**src/rtl/dmem_responder.sv**
```systemverilog
// Data-port responder: word RAM plus TX FIFO/STATUS/CYCLES MMIO. ReadData is combinational; stores, pushes and pops commit on the edge.
// The TX stream stalls on OutReady low, and a push while full is dropped with sticky Overflow. The cycle counter exists only with DMEM_CYCLE_COUNTER_EN.
module dmem_responder #(
    parameter int MEM_WORDS  = 64,
    parameter int FIFO_DEPTH = 4
) (
    input  logic        clk,
    input  logic        reset,
    input  logic        MemWrite,
    input  logic [31:0] Addr,
    input  logic [31:0] WriteData,
    output logic [31:0] ReadData,
    output logic [31:0] OutData,
    output logic        OutValid,
    input  logic        OutReady,
    output logic        Overflow
);
    localparam int AW = $clog2(MEM_WORDS);
    localparam int PW = $clog2(FIFO_DEPTH);
    localparam int CW = $clog2(FIFO_DEPTH + 1);

    localparam logic [31:0] ADDR_TXDATA = 32'hFFFF_0000;
    localparam logic [31:0] ADDR_STATUS = 32'hFFFF_0004;
    localparam logic [31:0] ADDR_CYCLES = 32'hFFFF_0008;

    logic [31:0]   mem_q  [MEM_WORDS];
    logic [31:0]   fifo_q [FIFO_DEPTH];
    logic [31:0]   fifo_d [FIFO_DEPTH];
    logic [PW-1:0] rd_ptr_q, rd_ptr_d;
    logic [PW-1:0] wr_ptr_q, wr_ptr_d;
    logic [CW-1:0] count_q, count_d;
    logic          overflow_q, overflow_d;

    logic [31:0]   addr_word;
    logic [AW-1:0] ram_idx;
    logic          is_ram, is_tx, is_status, is_cycles;
    logic          fifo_full, fifo_empty;
    logic          push, pop, push_ok;
    logic [3:0]    status_cnt;
    logic [31:0]   cycles_rd;
    logic          unused_addr_lo;

    // Byte offset within a word never affects decode.
    assign unused_addr_lo = ^Addr[1:0];
    assign addr_word      = {Addr[31:2], 2'b00};
    assign ram_idx        = Addr[AW+1:2];
    assign is_ram         = (Addr[31:28] == 4'd0);
    assign is_tx          = (addr_word == ADDR_TXDATA);
    assign is_status      = (addr_word == ADDR_STATUS);
    assign is_cycles      = (addr_word == ADDR_CYCLES);

    assign fifo_full  = (count_q == CW'(FIFO_DEPTH));
    assign fifo_empty = (count_q == '0);
    assign pop        = OutValid && OutReady;
    assign push       = MemWrite && is_tx;
    // A pop frees the slot at full, so push and pop both land.
    assign push_ok    = push && (!fifo_full || pop);
    assign status_cnt = 4'(count_q);

    always_comb begin
        fifo_d     = fifo_q;
        rd_ptr_d   = rd_ptr_q;
        wr_ptr_d   = wr_ptr_q;
        count_d    = count_q;
        overflow_d = overflow_q;
        if (pop) begin
            rd_ptr_d = rd_ptr_q + PW'(1);
        end
        if (push_ok) begin
            fifo_d[wr_ptr_q] = WriteData;
            wr_ptr_d         = wr_ptr_q + PW'(1);
        end
        if (push_ok && !pop) begin
            count_d = count_q + CW'(1);
        end else if (pop && !push_ok) begin
            count_d = count_q - CW'(1);
        end
        if (push && !push_ok) begin
            overflow_d = 1'b1;
        end else if (MemWrite && is_status && WriteData[0]) begin
            overflow_d = 1'b0;
        end
    end

    always_ff @(posedge clk or negedge reset) begin
        if (!reset) begin
            for (int i = 0; i < FIFO_DEPTH; i++) begin
                fifo_q[i] <= '0;
            end
            rd_ptr_q   <= '0;
            wr_ptr_q   <= '0;
            count_q    <= '0;
            overflow_q <= 1'b0;
        end else begin
            for (int i = 0; i < FIFO_DEPTH; i++) begin
                fifo_q[i] <= fifo_d[i];
            end
            rd_ptr_q   <= rd_ptr_d;
            wr_ptr_q   <= wr_ptr_d;
            count_q    <= count_d;
            overflow_q <= overflow_d;
        end
    end

    // RAM contents deliberately survive reset.
    always_ff @(posedge clk) begin
        if (MemWrite && is_ram) begin
            mem_q[ram_idx] <= WriteData;
        end
    end

`ifdef DMEM_CYCLE_COUNTER_EN
    logic [31:0] cycles_q, cycles_d;

    always_comb begin
        cycles_d = cycles_q + 32'd1;
        if (MemWrite && is_cycles) begin
            cycles_d = WriteData;
        end
    end

    always_ff @(posedge clk or negedge reset) begin
        if (!reset) begin
            cycles_q <= '0;
        end else begin
            cycles_q <= cycles_d;
        end
    end

    assign cycles_rd = cycles_q;
`else
    assign cycles_rd = '0;
`endif

    always_comb begin
        ReadData = '0;
        if (is_ram) begin
            ReadData = mem_q[ram_idx];
        end else if (is_status) begin
            ReadData = {24'b0, status_cnt, 1'b0, overflow_q, fifo_full, fifo_empty};
        end else if (is_cycles) begin
            ReadData = cycles_rd;
        end
    end

    assign OutValid = !fifo_empty;
    assign OutData  = fifo_q[rd_ptr_q];
    assign Overflow = overflow_q;

endmodule

```
**config.mk**
```make
export PLATFORM = sky130hd
export DESIGN_NAME = dmem_responder
export DESIGN_NICKNAME = d
export VERILOG_FILES = /design/src/rtl/dmem_responder.sv
export SDC_FILE = /design/constraint.sdc
export NUM_CORES = 2
export LEC_CHECK = 0
export CORE_AREA = 3 3 398 400
export DETAILED_ROUTE_END_ITERATION = 8
export DIE_AREA = 0 0 401 403
export GPL_ROUTABILITY_DRIVEN = 0
export GPL_TIMING_DRIVEN = 0
export PLACE_DENSITY_LB_ADDON = 0.08
export SKIP_LAST_GASP = 1
export SYNTH_ARGS = -nofsm -noshare
export SYNTH_HDL_FRONTEND = slang
export SYNTH_SLANG_ARGS = --single-unit
```
**constraint.sdc**
```tcl
create_clock -name clk -period 3.59 [get_ports clk]
set_clock_uncertainty 0.05 [all_clocks]
set_input_delay 0.359 -clock clk [delete_from_list [all_inputs] [get_ports clk]]
set_output_delay 0.359 -clock clk [all_outputs]
set_load 0.005 [all_outputs]
```
==> impl_metrics.tcl <==
set metrics [dict create \
    dieArea_mm2 0.162 \
    die_w_um 401 \
    die_h_um 403 \
    ys_seq_area_share_pct 76.3 \
    crit_arrival_ps 3280 \
    clk_pin_slew_ps 60 \
    grt_pass1_wl_um 344000 \
    synth_cell_type_count 54 \
    drtIter0Drc 5807 \
    synth_nets 3984 \
    ant_nets 0 \
    rsz0062_at_grt "yes" \
    clk_path_buf_depth 3 \
    rrSetupSlack_ps 760 \
    drt-vias-per-instance 6.64 \
    synth-edff-count 2048 \
    n_fill_cell 10345 \
    synth_seq_cells 2184 \
    startpoint "Addr[3]" \
    overflow 0 \
    worstMarginPinSlew_ps 1230 \
    ys.warnings.count 0 \
    setup_violations 3 \
    routedWlPerCell_um 36.8 \
    remaining_drc_errors 0 \
    synthArstFlopShare_pct 6.23 \
    clockRootBuffer "clkbuf_16" \
    tns_ps -198 \
    r2r_end "count_q[2]" \
    rows 145 \
    grt_max_degree 79 \
    place_area_mm2 0.0911 \
    slew_violations 0 \
    relSlewSlack_pct 17.1 \
    clock-sinks 2184 \
    mostFrequentLayoutCell "edfxtp_1" \
    io_pins 134 \
    routed_wl_um 243000 \
    max_cap_viol_count 0 \
    vias 43907 \
    hold_viol 0 \
    finalPower_mw 52.6 \
    initial_core_util_pct 54.7 \
    timing.fmax_ghz 0.271 \
    irDropWorstVdd_mv 0.536 \
    drive_gt1_share_pct 33.3 \
    cp-end-kind "primary output" \
    grt_pass1_vias 43613 \
    finalWorstSetupSlack_ps -98.2 \
    grt_usage_pct 30.6 \
    place_hpwl_um 161000 \
    core_area_mm2 0.156 \
    start_kind "input pin" \
    layout_common_cells "edfxtp_1 (2048), mux4_2 (505), clkbuf_16 (226), dfrtp_1 (136), mux2i_1 (123)" \
    grt_antenna_before_repair 10 \
    r2r-start "count_q[1]" \
    cts_tree "built" \
    portBuffers 126 \
    nets 4448 \
    clk-insertion-delay-late_ps 840 \
    h-tree-depth 4 \
    area_growth_pct 17.9 \
    synth_cells 3910 \
    ys.flop_type "edfxtp_1" \
    hp-class "input pin to asynchronous set/reset pin" \
    min_period_over_period_pct 103 \
    worstSetupPathType "input pin to primary output" \
    reg2regPathDepth 8 \
    violations "setup timing" \
    status "finished with violations" \
    numCtsBuffers 216 \
    path_max_fanout 10 \
    detail_route.first_pass.iterations 6 \
    p_per_area_mw_per_mm2 525 \
    postSynthAreaPerCell_um2 21.8 \
    period_minus_slack_ps 3690 \
    final_area_mm2 0.100 \
    required_ps 3180 \
    hold_ws_ps 23.3 \
    p_leak_nw 33.1 \
    synth.cell_area_mm2 0.0851 \
]
==> how the worst max path moves through the flow <==
stage	endpoint
after CTS	OutData[7]
after global placement	mem_q[29][19]
after global routing	ReadData[10]
after floorplan	mem_q[25][0]
final	ReadData[10]
after detailed placement	ReadData[10]
==> worst max-delay path: stages <==
cell and delay, ps:
buf_4 230, buf_6 240, clkbuf_8 270, clkbuf_8 290, clkbuf_16 250, mux2i_2 290
nand2_1 170, a32oi_2 350, o221ai_2 250, clkdlybuf4s50_1 510
==> where the power goes <==
part	total (mW)	switching (mW)	internal, mW
Sequential	27.8	0.00323	27.8
Combinational	2.81	1.80	1.01
Clock	22.0	9.45	12.5
==> sequential cells by signal, indices dropped and copies added (netlist names) <==
| name | flops |
|---|---|
| count_q | 3 |
| rd_ptr_q | 2 |
| Overflow | 1 |
| fifo_q | 128 |
| mem_q | 2048 |
| wr_ptr_q | 2 |
==> layer usage <==
| metal | GRT usage [%] | share of wire, % | up-vias |
|---|---|---|---|
| met5 | 0 | 0 | - |
| met4 | 12.5 | 4.5 | 0 |
| met3 | 6.69 | 9.5 | 494 |
| met2 | 46.5 | 47 | 2581 |
| met1 | 43.7 | 39 | 23435 |
| li1 | - | - | 17397 |
==> logic make-up (layout without fill, tap and decap cells) <==
kind of cell | count (synthesis) | count (layout) | synth area share (%)
AOI/OAI and AO/OA | 358 | 358 | 2.95
xor gates and xnor gates | 6 | 6 | 0.0617
adders and majority gates | 6 | 6 | 0.0970
buffers and inverters | 229 | 868 | 1.16
DFF | 2184 | 2184 | 76.3
muxes | 813 | 813 | 17.7
other | 0 | 5 | 0
and+or+nand+nor | 314 | 314 | 1.74
==> layout make-up <==
type | instances | area (µm²) | share of cell area [%]
plain buffers | 219 | 2140 | 2.13
flip-flops and latches | 2184 | 64900 | 64.7
clock buffers | 274 | 5740 | 5.72
clock inverters | 119 | 1050 | 1.05
diodes | 5 | 12.5 | 0.0125
inverters | 6 | 27.5 | 0.0274
well taps | 2058 | 2570 | 2.57
repair buffers | 250 | 3260 | 3.25
multi-input cells | 1497 | 20600 | 20.5
==> synth_stat cells (15+ instances only) <==
cell	n	share of area (%)
nand2_1	96	0.42
edfxtp_1	2048	72
nor2_1	106	0.47
a32oi_1	17	0.17
nor2b_1	35	0.26
o211ai_1	34	0.30
mux4_2	505	13
a311o_1	15	0.18
a22oi_1	102	0.90
clkbuf_1	133	0.59
o21ai_0	49	0.29
dfrtp_1	136	4.0
mux2_2	57	0.75
mux2i_1	137	1.6
a211oi_1	28	0.25
a21oi_1	42	0.25
nand3_1	24	0.14
buf_1	56	0.25
buf_2	21	0.12
a31oi_1	27	0.20
mux2_4	114	2.0
==> stage by stage <==
stage,util [%],worst slack (ps),std cells
floorplan,-,-474,3910
global placement,57.1,-4270,6094
detailed placement,58.6,-2990,6185
CTS,64.2,-140,6602
global route,64.4,-114,6607
finish,64.4,-98.2,6612
==> what timing repair did <==
| action | 4_1_cts | 5_1_grt |
|---|---|---|
| gates resized for setup | 730 | 76 |
| cloned | 0 | 0 |
| pin swaps | 65 | 15 |
| endpoints found under the setup margin | 2111 | 47 |
| hold buffers | 21 | 0 |
| setup buffers | 4 | 8 |
| hold endpoints to repair | 456 | 0 |
No activity file was read; power rests on OpenSTA's default activity.
